<file path="src/rtl/alu_arbiter_pkg.sv">
// -----------------------------------------------------------------------------
// alu_arbiter_pkg
//   Shared definitions for the ALU arbiter slice:
//     - data / opcode widths
//     - ALU funct codes (FN_ADD .. FN_SRA)
//     - arbiter FSM state encoding
//     - is_valid_funct(): opcode screen applied before anything reaches the ALU
// -----------------------------------------------------------------------------
package alu_arbiter_pkg;

  localparam int DATA_W = 32;
  localparam int OP_W   = 6;

  localparam logic [OP_W-1:0] FN_ADD  = 6'b100000;
  localparam logic [OP_W-1:0] FN_ADDU = 6'b100001;
  localparam logic [OP_W-1:0] FN_SUB  = 6'b100010;
  localparam logic [OP_W-1:0] FN_SUBU = 6'b100011;
  localparam logic [OP_W-1:0] FN_AND  = 6'b100100;
  localparam logic [OP_W-1:0] FN_OR   = 6'b100101;
  localparam logic [OP_W-1:0] FN_XOR  = 6'b100110;
  localparam logic [OP_W-1:0] FN_NOR  = 6'b100111;
  localparam logic [OP_W-1:0] FN_SLT  = 6'b101010;
  localparam logic [OP_W-1:0] FN_SLTU = 6'b101011;
  localparam logic [OP_W-1:0] FN_SLL  = 6'b000000;
  localparam logic [OP_W-1:0] FN_SRL  = 6'b000010;
  localparam logic [OP_W-1:0] FN_SRA  = 6'b000011;

  typedef enum logic [1:0] {
    IDLE  = 2'd0,
    ISSUE = 2'd1,
    RESP  = 2'd2
  } state_t;

  function automatic logic is_valid_funct(input logic [OP_W-1:0] fn);
    case (fn)
      FN_ADD, FN_ADDU, FN_SUB, FN_SUBU,
      FN_AND, FN_OR, FN_XOR, FN_NOR,
      FN_SLT, FN_SLTU,
      FN_SLL, FN_SRL, FN_SRA: return 1'b1;
      default:                return 1'b0;
    endcase
  endfunction

endpackage

</file>
<file path="src/rtl/alu_arbiter_if.sv">
// -----------------------------------------------------------------------------
// alu_arbiter_if
//   Request and response channels of the ALU arbiter.
//     req_valid/req_ready : per-requester handshake (ready is one-hot or zero)
//     req_op/req_a/req_b  : packed per-requester payload, slice i = requester i
//     rsp_*               : single response channel tagged with rsp_id
//   modport master : requesters + response consumer
//   modport slave  : the arbiter
// -----------------------------------------------------------------------------
interface alu_arbiter_if #(
  parameter int NUM_REQ = 2,
  parameter int ID_W    = 1
);
  import alu_arbiter_pkg::*;

  logic [NUM_REQ-1:0]        req_valid;
  logic [NUM_REQ-1:0]        req_ready;
  logic [OP_W*NUM_REQ-1:0]   req_op;
  logic [DATA_W*NUM_REQ-1:0] req_a;
  logic [DATA_W*NUM_REQ-1:0] req_b;

  logic                      rsp_valid;
  logic                      rsp_ready;
  logic [ID_W-1:0]           rsp_id;
  logic [DATA_W-1:0]         rsp_result;
  logic                      rsp_carry;
  logic                      rsp_zero;
  logic                      rsp_sign;
  logic                      rsp_err;

  modport master (
    output req_valid, req_op, req_a, req_b, rsp_ready,
    input  req_ready, rsp_valid, rsp_id, rsp_result,
           rsp_carry, rsp_zero, rsp_sign, rsp_err
  );

  modport slave (
    input  req_valid, req_op, req_a, req_b, rsp_ready,
    output req_ready, rsp_valid, rsp_id, rsp_result,
           rsp_carry, rsp_zero, rsp_sign, rsp_err
  );

endinterface

</file>
<file path="src/rtl/alu_arbiter_rr_picker.sv">
// -----------------------------------------------------------------------------
// alu_arbiter_rr_picker
//   Combinational round-robin priority select.
//     req_valid  : per-requester valid
//     last_grant : index of the most recently granted requester
//     gnt        : one-hot grant (zero when nobody is valid)
//     gnt_idx    : index of the granted requester (0 when nobody is valid)
//   Search starts at last_grant+1 and wraps modulo NUM_REQ.
// -----------------------------------------------------------------------------
module alu_arbiter_rr_picker #(
  parameter int NUM_REQ = 2,
  parameter int ID_W    = 1
) (
  input  logic [NUM_REQ-1:0] req_valid,
  input  logic [ID_W-1:0]    last_grant,
  output logic [NUM_REQ-1:0] gnt,
  output logic [ID_W-1:0]    gnt_idx
);

  logic [ID_W:0] cand;
  logic          found;

  // One extra bit on cand holds last_grant+off+1 before the modulo; a single
  // conditional subtract suffices since the sum never reaches 2*NUM_REQ.
  always_comb begin
    gnt     = '0;
    gnt_idx = '0;
    found   = 1'b0;
    cand    = '0;
    for (int off = 0; off < NUM_REQ; off++) begin
      cand = {1'b0, last_grant} + (ID_W+1)'(off + 1);
      if (cand >= (ID_W+1)'(NUM_REQ))
        cand = cand - (ID_W+1)'(NUM_REQ);
      for (int i = 0; i < NUM_REQ; i++) begin
        if (!found && req_valid[i] && (cand == (ID_W+1)'(i))) begin
          gnt[i]  = 1'b1;
          gnt_idx = ID_W'(i);
          found   = 1'b1;
        end
      end
    end
  end

endmodule

</file>
<file path="src/rtl/alu_arbiter.sv">
// -----------------------------------------------------------------------------
// alu_arbiter
//   Shares one combinational ALU between NUM_REQ requesters.
//   One operation per grant: IDLE (arbitrate + accept) -> ISSUE (ALU driven
//   from registers) -> RESP (hold response until consumed) -> IDLE.
//   Unsupported funct codes skip ISSUE and are answered with rsp_err=1.
//   Ports:
//     clk, rst_n              : clock, asynchronous active-low reset
//     bus (slave)             : request / response channels
//     alu_operation/A/B       : registered ALU drive, held while idle
//     alu_result/carry/zero/sign : ALU outputs, captured at the end of ISSUE
//     busy                    : high whenever the FSM is not IDLE
// -----------------------------------------------------------------------------
module alu_arbiter
  import alu_arbiter_pkg::*;
#(
  parameter int NUM_REQ = 2,
  parameter int ID_W    = 1
) (
  input  logic              clk,
  input  logic              rst_n,
  alu_arbiter_if.slave      bus,
  output logic [OP_W-1:0]   alu_operation,
  output logic [DATA_W-1:0] alu_operandA,
  output logic [DATA_W-1:0] alu_operandB,
  input  logic [DATA_W-1:0] alu_result,
  input  logic              alu_carry,
  input  logic              alu_zero,
  input  logic              alu_sign,
  output logic              busy
);

  state_t              state;
  logic [ID_W-1:0]     last_grant;
  logic [ID_W-1:0]     cur_id;

  logic [NUM_REQ-1:0]  gnt;
  logic [ID_W-1:0]     gnt_idx;
  logic                any_gnt;

  logic [OP_W-1:0]     op_arr [NUM_REQ];
  logic [DATA_W-1:0]   a_arr  [NUM_REQ];
  logic [DATA_W-1:0]   b_arr  [NUM_REQ];
  logic [OP_W-1:0]     sel_op;
  logic [DATA_W-1:0]   sel_a;
  logic [DATA_W-1:0]   sel_b;

  // Issue-stage registers (drive the shared ALU)
  logic [OP_W-1:0]     alu_op_p0;
  logic [DATA_W-1:0]   opa_p0;
  logic [DATA_W-1:0]   opb_p0;

  // Response-stage registers
  logic                vld_p1;
  logic [ID_W-1:0]     rsp_id_p1;
  logic [DATA_W-1:0]   result_p1;
  logic                carry_p1;
  logic                zero_p1;
  logic                sign_p1;
  logic                err_p1;

  for (genvar g = 0; g < NUM_REQ; g++) begin : g_unpack
    assign op_arr[g] = bus.req_op[OP_W*g +: OP_W];
    assign a_arr[g]  = bus.req_a[DATA_W*g +: DATA_W];
    assign b_arr[g]  = bus.req_b[DATA_W*g +: DATA_W];
  end

  alu_arbiter_rr_picker #(
    .NUM_REQ (NUM_REQ),
    .ID_W    (ID_W)
  ) u_picker (
    .req_valid  (bus.req_valid),
    .last_grant (last_grant),
    .gnt        (gnt),
    .gnt_idx    (gnt_idx)
  );

  assign any_gnt = |gnt;
  assign sel_op  = op_arr[gnt_idx];
  assign sel_a   = a_arr[gnt_idx];
  assign sel_b   = b_arr[gnt_idx];

  // The handshake is combinational in IDLE; rst_n gates it so nothing looks
  // accepted while reset is held.
  assign bus.req_ready = (rst_n && (state == IDLE)) ? gnt : '0;

  always_ff @(posedge clk or negedge rst_n) begin
    if (!rst_n) begin
      state      <= IDLE;
      last_grant <= ID_W'(NUM_REQ - 1);
      cur_id     <= '0;
      alu_op_p0  <= '0;
      opa_p0     <= '0;
      opb_p0     <= '0;
      vld_p1     <= 1'b0;
      rsp_id_p1  <= '0;
      result_p1  <= '0;
      carry_p1   <= 1'b0;
      zero_p1    <= 1'b0;
      sign_p1    <= 1'b0;
      err_p1     <= 1'b0;
    end else begin
      case (state)
        // Arbitrate and accept into the issue stage (_p0)
        IDLE: begin
          if (any_gnt) begin
            last_grant <= gnt_idx;
            cur_id     <= gnt_idx;
            if (is_valid_funct(sel_op)) begin
              alu_op_p0 <= sel_op;
              opa_p0    <= sel_a;
              opb_p0    <= sel_b;
              state     <= ISSUE;
            end else begin
              // Bad opcode: answer straight away, ALU drive left untouched.
              rsp_id_p1 <= gnt_idx;
              result_p1 <= '0;
              carry_p1  <= 1'b0;
              zero_p1   <= 1'b0;
              sign_p1   <= 1'b0;
              err_p1    <= 1'b1;
              vld_p1    <= 1'b1;
              state     <= RESP;
            end
          end
        end
        // Issue stage (_p0) -> response stage (_p1): capture ALU outputs
        ISSUE: begin
          rsp_id_p1 <= cur_id;
          result_p1 <= alu_result;
          carry_p1  <= alu_carry;
          zero_p1   <= alu_zero;
          sign_p1   <= alu_sign;
          err_p1    <= 1'b0;
          vld_p1    <= 1'b1;
          state     <= RESP;
        end
        // Response stage (_p1): hold until the consumer takes it
        RESP: begin
          if (bus.rsp_ready) begin
            vld_p1 <= 1'b0;
            state  <= IDLE;
          end
        end
        default: begin
          vld_p1 <= 1'b0;
          state  <= IDLE;
        end
      endcase
    end
  end

  assign alu_operation  = alu_op_p0;
  assign alu_operandA   = opa_p0;
  assign alu_operandB   = opb_p0;

  assign bus.rsp_valid  = vld_p1;
  assign bus.rsp_id     = rsp_id_p1;
  assign bus.rsp_result = result_p1;
  assign bus.rsp_carry  = carry_p1;
  assign bus.rsp_zero   = zero_p1;
  assign bus.rsp_sign   = sign_p1;
  assign bus.rsp_err    = err_p1;

  assign busy = (state != IDLE);

endmodule
</file>
<file path="src/flat_wrapper.sv">
// flat-port wrapper written by rule: the top's interface ports become plain ports
module alu_arbiter_flat import alu_arbiter_pkg::*;
#(
  parameter int NUM_REQ = 2,
  parameter int ID_W    = 1
)
  (clk, rst_n, alu_operation, alu_operandA, alu_operandB, alu_result, alu_carry, alu_zero, alu_sign, busy, bus_req_valid, bus_req_op, bus_req_a, bus_req_b, bus_rsp_ready, bus_req_ready, bus_rsp_valid, bus_rsp_id, bus_rsp_result, bus_rsp_carry, bus_rsp_zero, bus_rsp_sign, bus_rsp_err);
  alu_arbiter_if #(.NUM_REQ(NUM_REQ), .ID_W(ID_W)) bus_i ();
  input  logic clk;
  input  logic rst_n;
  output logic [OP_W-1:0] alu_operation;
  output logic [DATA_W-1:0] alu_operandA;
  output logic [DATA_W-1:0] alu_operandB;
  input  logic [DATA_W-1:0] alu_result;
  input  logic alu_carry;
  input  logic alu_zero;
  input  logic alu_sign;
  output logic busy;
  input wire logic [$bits(bus_i.req_valid)-1:0] bus_req_valid;
  input wire logic [$bits(bus_i.req_op)-1:0] bus_req_op;
  input wire logic [$bits(bus_i.req_a)-1:0] bus_req_a;
  input wire logic [$bits(bus_i.req_b)-1:0] bus_req_b;
  input wire logic [$bits(bus_i.rsp_ready)-1:0] bus_rsp_ready;
  output wire logic [$bits(bus_i.req_ready)-1:0] bus_req_ready;
  output wire logic [$bits(bus_i.rsp_valid)-1:0] bus_rsp_valid;
  output wire logic [$bits(bus_i.rsp_id)-1:0] bus_rsp_id;
  output wire logic [$bits(bus_i.rsp_result)-1:0] bus_rsp_result;
  output wire logic [$bits(bus_i.rsp_carry)-1:0] bus_rsp_carry;
  output wire logic [$bits(bus_i.rsp_zero)-1:0] bus_rsp_zero;
  output wire logic [$bits(bus_i.rsp_sign)-1:0] bus_rsp_sign;
  output wire logic [$bits(bus_i.rsp_err)-1:0] bus_rsp_err;
  assign bus_i.req_valid = bus_req_valid;
  assign bus_i.req_op = bus_req_op;
  assign bus_i.req_a = bus_req_a;
  assign bus_i.req_b = bus_req_b;
  assign bus_i.rsp_ready = bus_rsp_ready;
  assign bus_req_ready = bus_i.req_ready;
  assign bus_rsp_valid = bus_i.rsp_valid;
  assign bus_rsp_id = bus_i.rsp_id;
  assign bus_rsp_result = bus_i.rsp_result;
  assign bus_rsp_carry = bus_i.rsp_carry;
  assign bus_rsp_zero = bus_i.rsp_zero;
  assign bus_rsp_sign = bus_i.rsp_sign;
  assign bus_rsp_err = bus_i.rsp_err;
  alu_arbiter #(.NUM_REQ(NUM_REQ), .ID_W(ID_W)) u_core (.clk(clk), .rst_n(rst_n), .bus(bus_i), .alu_operation(alu_operation), .alu_operandA(alu_operandA), .alu_operandB(alu_operandB), .alu_result(alu_result), .alu_carry(alu_carry), .alu_zero(alu_zero), .alu_sign(alu_sign), .busy(busy));
endmodule
</file>
<file path="config.mk">
export PLATFORM = sky130hd
export DESIGN_NAME = alu_arbiter_flat
export DESIGN_NICKNAME = d
export VERILOG_FILES = /design/src/rtl/alu_arbiter_pkg.sv /design/src/rtl/alu_arbiter_if.sv /design/src/rtl/alu_arbiter_rr_picker.sv /design/src/rtl/alu_arbiter.sv /design/src/flat_wrapper.sv
export SDC_FILE = /design/constraint.sdc
export NUM_CORES = 1
export LEC_CHECK = 0
export CELL_PAD_IN_SITES_DETAIL_PLACEMENT = 1
export CELL_PAD_IN_SITES_GLOBAL_PLACEMENT = 1
export CORE_AREA = 2 2 114 116
export CTS_BUF_LIST = sky130_fd_sc_hd__clkbuf_4
export CTS_CLUSTER_SIZE = 24
export DETAILED_ROUTE_END_ITERATION = 7
export DIE_AREA = 0 0 116 118
export DONT_BUFFER_PORTS = 1
export PLACE_DENSITY = 0.85
export RECOVER_POWER = 100
export SYNTH_ARGS = -nofsm -noshare
export SYNTH_HDL_FRONTEND = slang
export SYNTH_SLANG_ARGS = --single-unit
export TNS_END_PERCENT = 20
</file>
<file path="constraint.sdc">
create_clock -name clk -period 2.45 [get_ports clk]
set_input_delay 0.3675 -clock clk [delete_from_list [all_inputs] [get_ports clk]]
set_output_delay 0.3675 -clock clk [all_outputs]
set_load 0.005 [all_outputs]
</file>
==> reports/metrics.yaml, run 1 <==
synthTopCellsByArea: "dfrtp_1 52%, mux2_2 26%, nand2_1 5.5%"
cts_buffers: 9
num_rows: 41
synth_common_cells: "120 x mux2_2, 111 x dfrtp_1, 77 x nand2_1"
fin_hold_ws_ns: -0.452
power.leakage_nw: 2.43
synth_edf_count: 0
synth_cells: 426
arrival_ns: 1.84
clock-sinks: 112
grt_pass1_wl_um: 20600
clk_pin_slew_ns: 0.16
ys_warn_count: 0
dp.cells: 578
netlist_area_um2: 5300
synth_flop_cell: "dfrtp_1"
timing.final.ws_setup_ns: 0.247
syn_area_per_cell_um2: 12.4
portBuffers: 0
synth_most_common_cell: "mux2_2"
hp-class: "in -> async"
reg2reg_depth: 6
timing.rr.end: "u_core.alu_operandA[9]"
ys_seq_area_share_pct: 53.0
fin_crit_ns: 2.20
dr_total_vias: 3383
grt_use_total_pct: 19.6
drt-total-wl_um: 13900
grt_remaining_overflow: 0
worstMarginPinSlew_ns: 0.738
htreeDepth: 3
final_cells: 627
boundaryPins: 291
core_area_um2: 12400
hold_buffers: 33
gp_congestion: 0.795
clock.fmax_mhz: 454
die_h_um: 118
irDropWorstVdd_uv: 518
die_area_um2: 13700
syn_nets: 606
grt_pass1_vias: 3832
root_buffer: "clkbuf_4"
status: "finished with violations"
fillers: 1320
post_drt_via_cell_ratio: 5.40
drt_iter0_markers: 122
synth_area_leader_cell: "dfrtp_1"
ys_types: 35
grt_max_degree: 115
firstDrtPassIters: 4
max-cap-violations: 0
drc: 0
clockBufferDepth: 2
crit_path_start_kind: "register"
drive_gt1_share_pct: 31.3
postRouteAntennaNets: 0
cts_tree: "built"
skew_ns: 0.0112
p_per_area_nw_per_um2: 977
critPathMaxFanout: 34
max-slew-margin-rel_pct: 50.8
dieWidth_um: 116
async_flop_share_pct: 100
slew_violations: 0
ys_seq_elements: 112
fin_util_pct: 46.7
cp.required_ns: 2.08
post_cts_resized: 0
finalSetupTns_ns: 0
dp_worst_setup_slack_ns: 0.414
finalHoldViolCount: 112
setup.worst_path.end_class: "primary output"
setup_viol: 0
area_delta_synth_final_pct: 9.50
criticalPathCategory: "reg -> out"
drt-wirelength-per-cell_um: 22.2
initial_core_util_pct: 42.7
nets: 630
hpwlAfterDp_um: 9650
post-route-period-util_pct: 89.9
violations: "hold timing"
synth_top_cell_area_share_pct: 52.5
antenna_found_initial: 1
rsz0062_at_grt: "no"
rrSetupSlack_ns: 0.25
cts_setup_buffers: 0
clock_latency_ns: 0.48
r2r_start: "u_core.state[1]"
==> flip-flops by register name (all words and copies together), names as in the netlist <==
signal	count
u_core.cur_id	1
u_core.bus.rsp_result	32
u_core.bus.rsp_id	1
u_core.bus.rsp_carry	1
u_core.bus.rsp_valid	1
u_core.bus.rsp_zero	1
u_core.state	2
u_core.bus.rsp_sign	1
u_core.alu_operation	6
u_core.bus.rsp_err	1
u_core.alu_operandA	32
u_core.last_grant	1
u_core.alu_operandB	32
==> worst max path at each step <==
stage | start | endpoint | slack, ns
floorplan | bus_req_valid[1] | u_core.alu_operandA[10] | 0.66
global placement | u_core.state[1] | u_core.alu_operandB[6] | 0.52
detailed placement | u_core.state[1] | u_core.alu_operandB[29] | 0.41
CTS | u_core.last_grant | bus_req_ready[1] | 0.20
global route | u_core.state[1] | u_core.alu_operandA[13] | 0.08
finish | u_core.last_grant | bus_req_ready[1] | 0.25
==> cell type report <==
cell class,count,area (µm²),area share [%]
timing repair buffer,40,393,6.78
multi-input combinational,285,2260,39.1
sequential,112,2800,48.4
tap,172,215,3.71
clock buffer,11,82.6,1.42
clock inverter,4,28.8,0.496
inverter,2,7.51,0.129
antenna,1,2.50,0.0432
==> power by group <==
group | total (mW) | switching, mW | internal, mW
sequential | 3.34 | 0.705 | 2.63
combinational | 1.48 | 0.660 | 0.821
clock | 0.845 | 0.613 | 0.232
==> stage by stage <==
step	area, µm²	hold slack, ns	power [mW]
2_1_floorplan	5300	0.0719	4.47
3_3_place_gp	5410	0.0741	4.79
3_5_place_dp	5410	0.0743	4.94
4_1_cts	5850	-0.490	5.83
5_1_grt	5800	-0.507	6.01
6_report	5800	-0.452	5.66
==> kinds of logic (layout without fill, tap and decap cells) <==
family	Yosys count	in the layout	share of synthesized area [%]
multiplexers	138	138	30.1
flip-flops	112	112	53.0
AND/OR/NAND/NOR	97	97	7.75
AO/OA/AOI/OAI	50	50	5.72
buffers and inverters	29	57	3.52
other	0	1	0
==> per-layer routing <==
layer  track usage (%)  wire [µm]  vias up
met4              6.32        199        0
met3              6.54       1200       17
li1                  -          -     1512
met5                 0          0        -
met2              35.1       7380      156
met1              21.7       5120     1698
==> worst max-delay path: stages (launching register included) <==
cell      delay, ns
dfstp_1        0.44
a21boi_4       0.22
buf_4          0.43
and3_1         0.27
==> layout by cell type (no fill, tap or decap), types with 5 or more instances in the layout <==
cell type	n
dlygate4sd3_1	33
mux2_1	20
o21ai_0	39
clkbuf_4	11
nand2b_1	5
nor2_1	7
dfrtp_1	111
mux2_2	118
buf_4	5
nand2_1	77
Note: power is estimated with default switching activity, not from simulation.
==> run 2: changes to the inputs <==
ABC_CLOCK_PERIOD_IN_PS = 2450   (was unset)
==> results of run 2 <==
The final DEF is identical to that of run 1; final timing and power are the same.
